$ cat config.mk
export PLATFORM = sky130hd
export DESIGN_NAME = criterio_geral_flat
export DESIGN_NICKNAME = d
export VERILOG_FILES = /design/src/rtl/criterio_geral_if.sv /design/src/rtl/criterio_geral.sv /design/src/flat_wrapper.sv
export SDC_FILE = /design/constraint.sdc
export NUM_CORES = 1
export LEC_CHECK = 0
export ABC_AREA = 0
export CAP_MARGIN = 25
export CORE_MARGIN = 8
export CORE_UTILIZATION = 46
export DETAILED_ROUTE_END_ITERATION = 7
export GPL_TIMING_DRIVEN = 0
export MAX_ROUTING_LAYER = met4
export PLACE_DENSITY = 0.83
export SYNTH_ARGS = -nofsm -noshare
export SYNTH_HDL_FRONTEND = slang
export SYNTH_SLANG_ARGS = --single-unit
$ cat constraint.sdc
create_clock -name clk -period 2.35 [get_ports clk]
set_input_delay 0.705 -clock clk [delete_from_list [all_inputs] [get_ports clk]]
set_output_delay 0.705 -clock clk [all_outputs]
set_load 0.02 [all_outputs]
$ cat src/rtl/criterio_geral_if.sv
// Bundles the start request, node snapshot inputs and scan results between
// the global controller (master) and the minimum-criterion scanner (slave).
interface criterio_geral_if #(
    parameter int NUM_NOS        = 4,
    parameter int CRITERIO_WIDTH = 5,
    parameter int IDX_WIDTH      = 2
);
    logic                                ga_iniciar_in;
    logic [NUM_NOS*CRITERIO_WIDTH-1:0]   na_criterio_in;
    logic [NUM_NOS-1:0]                  na_ativo_in;
    logic [CRITERIO_WIDTH-1:0]           ca_criterio_geral_out;
    logic [IDX_WIDTH-1:0]                ca_indice_out;
    logic                                ca_vazio_out;
    logic                                ca_valido_out;
    logic                                ca_ocupado_out;

    modport master (
        output ga_iniciar_in, na_criterio_in, na_ativo_in,
        input  ca_criterio_geral_out, ca_indice_out, ca_vazio_out,
               ca_valido_out, ca_ocupado_out
    );

    modport slave (
        input  ga_iniciar_in, na_criterio_in, na_ativo_in,
        output ca_criterio_geral_out, ca_indice_out, ca_vazio_out,
               ca_valido_out, ca_ocupado_out
    );
endinterface

$ cat src/rtl/criterio_geral.sv
// Iterative minimum finder: snapshots all node criteria on start, compares one
// node per cycle and publishes the smallest active criterion and its index.
module criterio_geral #(
    parameter int NUM_NOS        = 4,
    parameter int CRITERIO_WIDTH = 5,
    parameter int IDX_WIDTH      = 2
) (
    input  logic             clk,
    input  logic             rst,
    criterio_geral_if.slave  bus
);
    typedef enum logic [1:0] {IDLE, SCAN, DONE} state_t;

    localparam logic [CRITERIO_WIDTH-1:0] ALL_ONES = '1;
    localparam logic [IDX_WIDTH-1:0]      LAST     = IDX_WIDTH'(NUM_NOS - 1);

    state_t                                   state_q, state_d;
    logic [NUM_NOS-1:0][CRITERIO_WIDTH-1:0]   snap_crit_q, snap_crit_d;
    logic [NUM_NOS-1:0]                       snap_ativo_q, snap_ativo_d;
    logic [CRITERIO_WIDTH-1:0]                min_q, min_d;
    logic [IDX_WIDTH-1:0]                     idx_q, idx_d;
    logic                                     found_q, found_d;
    logic [IDX_WIDTH-1:0]                     cnt_q, cnt_d;
    logic [CRITERIO_WIDTH-1:0]                crit_out_q, crit_out_d;
    logic [IDX_WIDTH-1:0]                     indice_q, indice_d;
    logic                                     vazio_q, vazio_d;
    logic                                     valido_q, valido_d;
    logic [CRITERIO_WIDTH-1:0]                entry;
    logic                                     hit;

    always_comb begin
        state_d      = state_q;
        snap_crit_d  = snap_crit_q;
        snap_ativo_d = snap_ativo_q;
        min_d        = min_q;
        idx_d        = idx_q;
        found_d      = found_q;
        cnt_d        = cnt_q;
        crit_out_d   = crit_out_q;
        indice_d     = indice_q;
        vazio_d      = vazio_q;
        valido_d     = 1'b0;

        entry = snap_crit_q[cnt_q];
        // strict compare: earlier index keeps ties, all-ones can never win
        hit   = snap_ativo_q[cnt_q] && (entry < min_q);

        case (state_q)
            IDLE: begin
                if (bus.ga_iniciar_in) begin
                    snap_crit_d  = bus.na_criterio_in;
                    snap_ativo_d = bus.na_ativo_in;
                    min_d        = ALL_ONES;
                    idx_d        = '0;
                    found_d      = 1'b0;
                    cnt_d        = '0;
                    state_d      = SCAN;
                end
            end
            SCAN: begin
                if (hit) begin
                    min_d   = entry;
                    idx_d   = cnt_q;
                    found_d = 1'b1;
                end
                // results load on entry to DONE so they appear with the valid pulse
                if (cnt_q == LAST) begin
                    crit_out_d = min_d;
                    indice_d   = idx_d;
                    vazio_d    = !found_d;
                    valido_d   = 1'b1;
                    state_d    = DONE;
                end else begin
                    cnt_d = cnt_q + 1'b1;
                end
            end
            DONE:    state_d = IDLE;
            default: state_d = IDLE;
        endcase
    end

    always_ff @(posedge clk) begin
        if (rst) begin
            state_q      <= IDLE;
            snap_crit_q  <= '0;
            snap_ativo_q <= '0;
            min_q        <= ALL_ONES;
            idx_q        <= '0;
            found_q      <= 1'b0;
            cnt_q        <= '0;
            crit_out_q   <= ALL_ONES;
            indice_q     <= '0;
            vazio_q      <= 1'b0;
            valido_q     <= 1'b0;
        end else begin
            state_q      <= state_d;
            snap_crit_q  <= snap_crit_d;
            snap_ativo_q <= snap_ativo_d;
            min_q        <= min_d;
            idx_q        <= idx_d;
            found_q      <= found_d;
            cnt_q        <= cnt_d;
            crit_out_q   <= crit_out_d;
            indice_q     <= indice_d;
            vazio_q      <= vazio_d;
            valido_q     <= valido_d;
        end
    end

    assign bus.ca_criterio_geral_out = crit_out_q;
    assign bus.ca_indice_out         = indice_q;
    assign bus.ca_vazio_out          = vazio_q;
    assign bus.ca_valido_out         = valido_q;
    assign bus.ca_ocupado_out        = (state_q != IDLE);
endmodule

$ cat src/flat_wrapper.sv
// flat-port wrapper written by rule: the top's interface ports become plain ports
module criterio_geral_flat 
#(
    parameter int NUM_NOS        = 4,
    parameter int CRITERIO_WIDTH = 5,
    parameter int IDX_WIDTH      = 2
)
  (clk, rst, bus_ga_iniciar_in, bus_na_criterio_in, bus_na_ativo_in, bus_ca_criterio_geral_out, bus_ca_indice_out, bus_ca_vazio_out, bus_ca_valido_out, bus_ca_ocupado_out);
  criterio_geral_if #(.NUM_NOS(NUM_NOS), .CRITERIO_WIDTH(CRITERIO_WIDTH), .IDX_WIDTH(IDX_WIDTH)) bus_i ();
  input  logic clk;
  input  logic rst;
  input wire logic [$bits(bus_i.ga_iniciar_in)-1:0] bus_ga_iniciar_in;
  input wire logic [$bits(bus_i.na_criterio_in)-1:0] bus_na_criterio_in;
  input wire logic [$bits(bus_i.na_ativo_in)-1:0] bus_na_ativo_in;
  output wire logic [$bits(bus_i.ca_criterio_geral_out)-1:0] bus_ca_criterio_geral_out;
  output wire logic [$bits(bus_i.ca_indice_out)-1:0] bus_ca_indice_out;
  output wire logic [$bits(bus_i.ca_vazio_out)-1:0] bus_ca_vazio_out;
  output wire logic [$bits(bus_i.ca_valido_out)-1:0] bus_ca_valido_out;
  output wire logic [$bits(bus_i.ca_ocupado_out)-1:0] bus_ca_ocupado_out;
  assign bus_i.ga_iniciar_in = bus_ga_iniciar_in;
  assign bus_i.na_criterio_in = bus_na_criterio_in;
  assign bus_i.na_ativo_in = bus_na_ativo_in;
  assign bus_ca_criterio_geral_out = bus_i.ca_criterio_geral_out;
  assign bus_ca_indice_out = bus_i.ca_indice_out;
  assign bus_ca_vazio_out = bus_i.ca_vazio_out;
  assign bus_ca_valido_out = bus_i.ca_valido_out;
  assign bus_ca_ocupado_out = bus_i.ca_ocupado_out;
  criterio_geral #(.NUM_NOS(NUM_NOS), .CRITERIO_WIDTH(CRITERIO_WIDTH), .IDX_WIDTH(IDX_WIDTH)) u_core (.clk(clk), .rst(rst), .bus(bus_i));
endmodule
==> qor.csv <==
metric;value;unit
syn_avg_cell_area;8.91;um^2
grt_max_degree;14;
start_util;47.0;%
firstDrtPassIters;4;
clock_skew;0.0111;ns
clkLatencyLatePin;0.31;ns
synthFlopType;dfxtp_1;
power.switching;0.428;mW
synthArstFlopShare;0;%
outcome;complete, but fails checks;
setup_slack;-0.120;ns
period_needed;2.47;ns
synth_area;2010;um^2
power.share.switching;27.4;%
die_y;82.0;um
met2_usage;26.5;%
path_delay_family;multiplexers;
root_buffer;clkbuf_8;
critPathCaptureType;register;
viasPerCell;5.48;
finalCritPeriodShare;105;%
ctsHtreeMaxLevel;2;
antennaDiodeCount;0;
drcViolationCount;0;
numCtsBuffers;5;
holdBufCountCts;0;
hold_violations;0;
rr_worst_depth;8;
tightest_slew;0.803;ns
seq_power_share;52.0;%
crit_path_cell_trace;mux4_2 > ha_4 > nand4_1 > buf_4 > o311ai_4 > buf_6 > nor3_4 > a31oi_1;
hold_ws;0.459;ns
synth_top_area_share;44.9;%
yosysUniqueCellTypes;33;
grt_overflow_total;0;
fmax;405;MHz
critPathMaxFanout;6;
worstPathArrival;2.69;ns
min_path_type;register to register;
hpwlAfterDp;3490;um
max_stage_delay;0.57;ns
drv_slew;0;
rows;24;
yosys_warnings;0;
final_util;65.2;%
cts_tree;yes;
power_density;562;nW/um^2
critPathKind;register to register;
path_buf_inv;2;
power_leakage;1.06;nW
antenna_found_initial;0;
intPower;1.14;mW
hold_start;u_core.snap_crit_q[9];
clkPwrFrac;30.0;%
synthCells;225;
grt_pass1_vias;1857;
top_usage_layer;met2;
grt_pass1_wl;8270;um
critPathSlowestCell;mux4_2;
holdPathEnd;u_core.snap_crit_q[9];
drive_gt1_share;19.2;%
cts_sinks;45;
synth_edf_count;0;
ys_seq_area_share;44.9;%
numPortBuffers;35;
r2r_start;u_core.cnt_q[0];
gr-usage-all-layers;16.4;%
cp.depth;8;
dpl_worst_slack;-0.233;ns
post_drt_wl_per_cell;16.2;um
core;4260;um^2
drt_iter0_markers;118;
place.gp.congestion;0.830;
grt_setup_unrepaired;true;
synth_seq_cells;45;
totalWireLength;5390;um
timing.critical_path.from_type;register;
met1_usage;18.6;%
die_w;82.0;um
die_area;6730;um^2
setup_viol;13;
power;1.56;mW
path_clk_slew;0.08;ns
max_slew_margin;46.5;%
use_met3;4.92;%
ctsLongestPathBuffers;2;
violations;negative setup slack;
nets;312;
whs_path_depth;2;
ios;37;
synthTopCellsByArea;dfxtp_1 45%, nand2_1 9.4%, a21oi_1 7.0%, mux4_1 5.2%, nor2_1 3.4%;
fillCellCount;339;
reg2reg_setup_slack;-0.12;ns
yosys.area.top_type;dfxtp_1;
syn_to_final_growth;38.6;%
peakVddDrop;0.000331;V
vias;1825;
cp.required;2.57;ns
r2r_end;u_core.min_q[1];
p_comb_share;18.0;%
drv_cap;0;
syn-num-nets;257;
detail-route-antenna-nets;0;
## layer usage
metal,part of all wire (%),vias up
li1,-,890
met5,0,-
met4,1.8,0
met2,50,68
met1,41,856
met3,6.8,11
## timing repair
item	CTS	global route
gates cloned	1	1
endpoints found under the setup margin	16	16
gates resized for setup	8	11
buffers inserted	11	1
pin swaps	11	12
## worst max-delay path by stage
stage / startpoint / to
detailed placement: u_core.cnt_q[0] / u_core.min_q[1]
CTS: u_core.cnt_q[0] / u_core.idx_q[1]
global placement: u_core.cnt_q[0] / u_core.min_q[3]
global route: u_core.cnt_q[0] / u_core.idx_q[0]
floorplan: u_core.cnt_q[0] / u_core.bus.ca_criterio_geral_out[1]
finish: u_core.cnt_q[0] / u_core.min_q[1]
## power groups by stage
stage | Clock, mW | Sequential, mW | Combinational (mW)
6_report | 0.469 | 0.813 | 0.282
5_1_grt | 0.502 | 0.818 | 0.305
4_1_cts | 0.465 | 0.809 | 0.274
3_5_place_dp | 0 | 0.828 | 0.236
3_3_place_gp | 0 | 0.827 | 0.230
2_1_floorplan | 0 | 0.824 | 0.154
## state kept, by name, indices dropped and copies added (netlist names)
| signal | cells |
|---|---|
| u_core.idx_q | 2 |
| u_core.found_q | 1 |
| u_core.snap_ativo_q | 4 |
| u_core.bus.ca_criterio_geral_out | 5 |
| u_core.bus.ca_vazio_out | 1 |
| u_core.min_q | 5 |
| u_core.state_q | 2 |
| u_core.cnt_q | 2 |
| u_core.bus.ca_indice_out | 2 |
| u_core.bus.ca_valido_out | 1 |
| u_core.snap_crit_q | 20 |
## cell type report
type,instances,area (um^2),area share (%)
multi-input combinational,157,1130,40.5
sequential,45,905,32.5
timing repair buffer,49,480,17.3
buffer,16,98.8,3.56
clock buffer,6,72.6,2.61
tap,52,65.1,2.34
inverter,6,22.5,0.810
clock inverter,2,10.0,0.360
## kinds of logic (layout without fill, tap and decap cells)
kind of cell,count (synthesis),in the layout,synth area share [%]
AOI/OAI and AO/OA,45,45,14.7
adders and majority gates,5,5,3.12
DFF,45,45,44.9
and+or+nand+nor,95,95,20.8
buffers and inverters,23,79,6.43
muxes,12,12,10.1
## synthesized netlist by cell type (2+ instances only)
master	n
nand2_1	50
mux4_1	4
nor2_1	18
and2_1	4
a211oi_1	3
buf_6	2
clkbuf_1	10
a21oi_1	28
a31oi_1	4
a22oi_1	2
dfxtp_1	45
inv_1	6
mux2i_1	6
a311oi_1	4
nor3_1	12
ha_1	5
nor4_1	5
buf_4	2
## per-stage QoR
stage          cells  area [um^2]  TNS (ns)
2_1_floorplan    225         2080  -0.00573
3_3_place_gp     312         2490     -2.26
3_5_place_dp     312         2490     -3.07
4_1_cts          332         2720    -0.525
5_1_grt          333         2780     -2.26
6_report         333         2780    -0.818
## worst reg2reg max path, delay by kind of cell (launching register included)
kind | cells | cell delay, ns
and+or+nand+nor | 2 | 0.19
adders and majority gates | 1 | 0.30
muxes | 1 | 0.57
DFF | 1 | 0.41
AOI/OAI and AO/OA | 2 | 0.54
buffers and inverters | 2 | 0.38
## cells in the final DEF (no fill, tap or decap), types with 4 or more instances in the layout
cell / count
a31oi_1: 4
nor2_1: 18
inv_1: 6
clkbuf_8: 5
clkbuf_1: 11
mux2i_1: 6
dfxtp_1: 44
a21oi_1: 27
nor3_1: 7
nand2_1: 50
mux4_2: 5
and2_1: 4
buf_4: 11
clkdlybuf4s50_1: 35
buf_6: 4
No activity file was read; power rests on OpenSTA's default activity.
==> edit 1: new RTL, same settings <==
Re-encode `state_t` (3 states) as one-hot, 3 bits wide.
--- a/src/rtl/criterio_geral.sv
+++ b/src/rtl/criterio_geral.sv
@@ -9,7 +9,7 @@
     input  logic             rst,
     criterio_geral_if.slave  bus
 );
-    typedef enum logic [1:0] {IDLE, SCAN, DONE} state_t;
+    typedef enum logic [2:0] {IDLE = 3'b001, SCAN = 3'b010, DONE = 3'b100} state_t;
 
     localparam logic [CRITERIO_WIDTH-1:0] ALL_ONES = '1;
     localparam logic [IDX_WIDTH-1:0]      LAST     = IDX_WIDTH'(NUM_NOS - 1);
Formal check against the unedited RTL: no difference found for any inputs over 10 cycles, from zero or initial values and one cycle with rst high; not proved beyond that.
==> edit 1 against the unedited design <==
- the run still ends with negative setup slack left
- total power is 6.1% higher
- global-route usage down 0.32 points
- final cell count up 5.4%
- cell area rose by 4.4%
- worst setup slack worse by 19 ps
- sequential cell count up 1
- non-clock buffer count up 1
- worst hold slack got worse by 2.9 ps
- via count grew 8.3%
- synthesized area rose by 3.1%
- wire length increased by 2.5%
- critical path depth stayed put
- critical path type unchanged
==> edit 1: results (changes against the unedited design) <==
Detailed routing:
- The number of violations reported at the end of detailed-routing iteration 0 is 136 (was 118).
- The length of routed met2 wiring was 2.714 mm (was 2.717 mm).
- The wire length reported by the detailed router is 5.526 mm (was 5.391 mm).
- The routed length on met3 is 385 um (was 368 um).
- The detailed-routing wirelength on met1 is 2.315 mm (was 2.204 mm).
- The via count is 1976 (was 1825).

STA:
- The count of endpoints failing setup in the final report is 14 (was 13).
- The setup slack of the critical path after layout is -139.2 ps (was -119.9 ps).
- The minimum hold slack was 456.0 ps (was 458.9 ps).
- The worst-margin pin slew is 827.6 ps (was 802.8 ps).
- The setup skew after layout is 2.686 ps (was 11.07 ps).

Synth:
- Top area cells in the synthesized netlist: dfxtp_1 45%, nand2_1 9.6%, a21oi_1 6.5% (was dfxtp_1 45%, nand2_1 9.4%, a21oi_1 7.0%).
- The number of nets in the synthesized netlist is 275 (was 257).
- The complex-gate fraction of the synthesized area is 0.1506 (was 0.1466).
- The average size of a mapped cell is 8.511 um2 (was 8.914 um2).
- The adder and majority gate portion of the synthesized area was 0.03025 (was 0.03119).
- The sequential element share of the synthesized area is 0.4453 (was 0.4492).
- The fraction of synthesized area in multiplexers is 0.07925 (was 0.1011).

Clock network:
- The buffers inserted during post-CTS setup optimization is 10 (was 11).
- The buffer depth of the longest clock path is 2 (unchanged).

Place:
- The placed wire-length estimate is 3.662 mm (was 3.487 mm).
- The standard cell area after detailed placement was 2540 um2 (was 2491 um2).
- The global placement routability congestion is 0.8436 (was 0.8301).

GRT:
- The first-pass GRT wire length is 9.177 mm (was 8.273 mm).
- The largest net degree at the start of global routing is 15 (was 14).
- The routing usage on met1 is 0.1818 (was 0.1856).
- The met2 routing resource usage after global routing is 0.2532 (was 0.2652).
- The overall global routing resource usage is 0.1608 (was 0.1640).
- The met3 routing resource usage after global routing is 0.04980 (was 0.04923).

Worst hold path:
- The startpoint of the lowest-slack hold path is u_core.snap_crit_q[2] (was u_core.snap_crit_q[9]).

Critical path:
- The endpoint arrival time on the critical path is 2720 ps (was 2690 ps).
- The path depth of the worst reg2reg path was 8 (unchanged).

Cells and area:
- The post-layout instance count excluding filler cells is 351 (was 333).
- The number of diodes is 0 (unchanged).
- The fraction of layout cells with a size suffix above 1 was 0.2007 (was 0.1922).

Outcome:
- Outcome: finished with violations (unchanged).
- Violations in the final reports: negative setup slack (unchanged).

Power:
- The reported leakage power is 1.050 nW (was 1.056 nW).
- The maximum vdd ir drop is 0.3629 mV (was 0.3309 mV).
## edit 1: cell types whose count changed after synthesis, sizes merged, moves of 3 or more
| cell | change |
|---|---|
| a211oi | +3 |
| a221oi | +5 |
| nor3b | +3 |
| nor4 | +5 |
| a31oi | -3 |
| and2 | -3 |
| a311oi | -3 |
| nor2 | +3 |
## edit 1: metrics by stage
stage / utilization / setup TNS [ps] / setup slack (ps)
6_report: 0.6664 / -788.0 / -139.2
3_3_place_gp: 0.5833 / -2386 / -219.2
2_1_floorplan: - / -75.37 / -37.68
3_5_place_dp: 0.5833 / -3080 / -261.3
4_1_cts: 0.6457 / -464.9 / -71.39
5_1_grt: 0.6664 / -2760 / -228.2
## edit 1: layout make-up
cell class                      instances  share of cell area
Clock inverter                          2             0.01294
Clock buffer                            6             0.02501
Tap cell                               52             0.02242
Buffer                                 18             0.02889
Inverter                                7            0.009056
Multi-Input combinational cell        172              0.4260
Timing Repair Buffer                   48              0.1570
Sequential cell                        46              0.3187
## edit 1: worst max path at each step
stage / start / end / slack (ps) / cells after the start
after floorplan: u_core.cnt_q[0] / u_core.idx_q[0] / -40 / 9
after global placement: u_core.cnt_q[0] / u_core.idx_q[0] / -220 / 9
after detailed placement: u_core.cnt_q[0] / u_core.idx_q[1] / -260 / 9
after CTS: u_core.cnt_q[0] / u_core.idx_q[1] / -70 / 9
after global routing: u_core.cnt_q[0] / u_core.bus.ca_vazio_out / -230 / 8
final: u_core.cnt_q[0] / u_core.bus.ca_vazio_out / -140 / 8
## edit 1: worst min-delay path, cell delays in order, from the launching register on
cell and delay (ps):
dfxtp_1 320, nand2_1 50, a21oi_1 50
## edit 1: power by group
part	switching (mW)	leakage, nW	internal, mW	total, mW
sequential	0.0173	0.376	0.809	0.826
clock	0.275	0.0514	0.317	0.593
combinational	0.129	0.623	0.111	0.240
==> edit 2: new RTL, config.mk and constraints unchanged <==
Without the edit above. `NUM_NOS` is set to 4 in 3 places; all go to 2.
--- a/src/rtl/criterio_geral_if.sv
+++ b/src/rtl/criterio_geral_if.sv
@@ -1,7 +1,7 @@
 // Bundles the start request, node snapshot inputs and scan results between
 // the global controller (master) and the minimum-criterion scanner (slave).
 interface criterio_geral_if #(
-    parameter int NUM_NOS        = 4,
+    parameter int NUM_NOS        = 2,
     parameter int CRITERIO_WIDTH = 5,
     parameter int IDX_WIDTH      = 2
 );
--- a/src/rtl/criterio_geral.sv
+++ b/src/rtl/criterio_geral.sv
@@ -1,7 +1,7 @@
 // Iterative minimum finder: snapshots all node criteria on start, compares one
 // node per cycle and publishes the smallest active criterion and its index.
 module criterio_geral #(
-    parameter int NUM_NOS        = 4,
+    parameter int NUM_NOS        = 2,
     parameter int CRITERIO_WIDTH = 5,
     parameter int IDX_WIDTH      = 2
 ) (
--- a/src/flat_wrapper.sv
+++ b/src/flat_wrapper.sv
@@ -1,7 +1,7 @@
 // flat-port wrapper written by rule: the top's interface ports become plain ports
 module criterio_geral_flat 
 #(
-    parameter int NUM_NOS        = 4,
+    parameter int NUM_NOS        = 2,
     parameter int CRITERIO_WIDTH = 5,
     parameter int IDX_WIDTH      = 2
 )
Ports: changed (resized bus_na_ativo_in and bus_na_criterio_in); port bits go from 37 to 25. The function was not compared with the original's and may differ.
==> edit 2 against the unedited design <==
- total power down 27%
- wire length down 37%
- sequential cell count down 12
- worst hold slack got worse by 3.5 ps
- worst setup slack better by 230 ps
- clock skew rose by 4.6 ps
- synthesized cell count shrank 23%
- critical path type is now register to output pin
- sequential share of layout area up 1.8 points
- synthesized area fell by 24%
- combinational power shrank 26%
- cell area fell by 30%
==> edit 2: results (changes against the unedited design) <==
Outcome:
- Outcome: finished clean (was finished with violations).

Power:
- The reported leakage power came to 0.7891 nW (was 1.056 nW).

Cells and area:
- The count of clock-net buffers in the final layout was 7 (was 6).
- The filler cell count is 314 (was 339).
- The number of nets in the finished design was 225 (was 312).
- The number of multi-input combinational cells is 119 (was 157).
- The share of cell area taken by multi-input logic gates came to 0.4251 (was 0.4050).
- The combined flip-flop and latch cell area came to 664.4 um2 (was 904.6 um2).
- The number of inverters outside the clock class in the layout came to 13 (was 6).
- The final sequential cell count is 33 (was 45).
- The fraction of layout cells with a size suffix above 1 is 0.1220 (was 0.1922).
- The post-layout instance count excluding filler cells is 251 (was 333).

Clock network:
- The buffers inserted during post-CTS setup optimization was 0 (was 11).
- The root buffer cell is clkbuf_4 (was clkbuf_8).
- The clock latency at the later pin of the worst-skew pair is 350 ps (was 310 ps).

Synth:
- The sequential element share of the synthesized area came to 0.4360 (was 0.4492).
- The distinct cell type count after synthesis is 34 (was 33).
- Most common library cells after synthesis: 33 x dfxtp_1, 28 x nand2_1, 25 x a21oi_1, 13 x inv_1, 8 x nor2_1 (was 50 x nand2_1, 45 x dfxtp_1, 28 x a21oi_1, 18 x nor2_1, 12 x nor3_1).
- Top area cells in the synthesized netlist: dfxtp_1 44%, a21oi_1 8.3%, nand2_1 6.9% (was dfxtp_1 45%, nand2_1 9.4%, a21oi_1 7.0%).
- The count of mapped cells out of synthesis is 174 (was 225).

Critical path:
- The worst-case register-to-register setup slack is 120 ps (was -120 ps).
- The highest net fanout along the worst path is 7 (was 6).
- The endpoint of the lowest-slack register-to-register path is u_core.idx_q[0] (was u_core.min_q[1]).
- The beginning of the critical path is u_core.state_q[0] (was u_core.cnt_q[0]).

STA:
- The worst-margin pin slew is 517.2 ps (was 802.8 ps).
- The setup skew after layout was 15.70 ps (was 11.07 ps).
- The count of endpoints failing setup in the final report was 0 (was 13).

Place:
- The global placement routability congestion is 0.9128 (was 0.8301).
- The number of I/O port buffers came to 23 (was 35).
- The placed wire-length estimate came to 2.470 mm (was 3.487 mm).

GRT:
- The overall global routing resource usage is 0.1376 (was 0.1640).
- The number of global-route vias before repair was 1248 (was 1857).
- The first-pass GRT wire length was 5.616 mm (was 8.273 mm).

Worst hold path:
- The startpoint of the lowest-slack hold path was u_core.bus.ca_vazio_out (was u_core.snap_crit_q[9]).
- The worst min-delay path endpoint is u_core.bus.ca_vazio_out (was u_core.snap_crit_q[9]).

Detailed routing:
- The wire length reported by the detailed router is 3.376 mm (was 5.391 mm).
- The mean number of vias per cell came to 5.227 (was 5.480).
-- edit 2: cell types whose count changed in the layout (fill, tap and decap cells not counted), moves of 5 or more --
cell             change
o31ai_1              +5
dfxtp_1             -12
clkdlybuf4s50_1     -12
nor2_1              -10
o21ai_0              +5
a32oi_1              +5
inv_1                +7
buf_4                -9
nand2_1             -22
mux4_2               -5
-- edit 2: kinds of logic after synthesis --
logic type,synth area share
buffers and inverters,0.06028
DFF,0.4360
adders and majority gates,0.04129
muxes,0.04954
and+or+nand+nor,0.1544
AOI/OAI and AO/OA,0.2585
-- edit 2: worst max-delay path, cell delays in order (launching register included) --
cell and delay, ps:
dfxtp_1 460, nor2_1 100, inv_1 60, clkdlybuf4s50_1 590
-- edit 2: layer usage --
metal,part of all wire,vias to the layer above,global-route usage
li1,-,679,-
met1,0.45,592,0.1499
met2,0.47,35,0.2224
met3,0.063,6,0.04502
met4,0.016,0,0.06430
met5,0,-,-
-- edit 2: metrics by stage --
step / setup slack [ps] / TNS (ps) / hold WS (ps) / area (um2)
3_3_place_gp: -144.0 / -800.7 / 438.7 / 1803
3_5_place_dp: -198.2 / -1631 / 445.4 / 1803
2_1_floorplan: 101.7 / 0 / 435.7 / 1515
5_1_grt: -45.74 / -127.0 / 483.3 / 1937
6_report: 106.7 / 0 / 455.4 / 1937
4_1_cts: 6.863 / 0 / 457.8 / 1887
-- edit 2: report_power, final --
part / internal, mW / total, mW / switching, mW / leakage, nW
registers: 0.585 / 0.604 / 0.0189 / 0.270
logic: 0.0978 / 0.208 / 0.110 / 0.488
clock network: 0.141 / 0.329 / 0.188 / 0.0314
total: 0.824 / 1.14 / 0.316 / 0.789
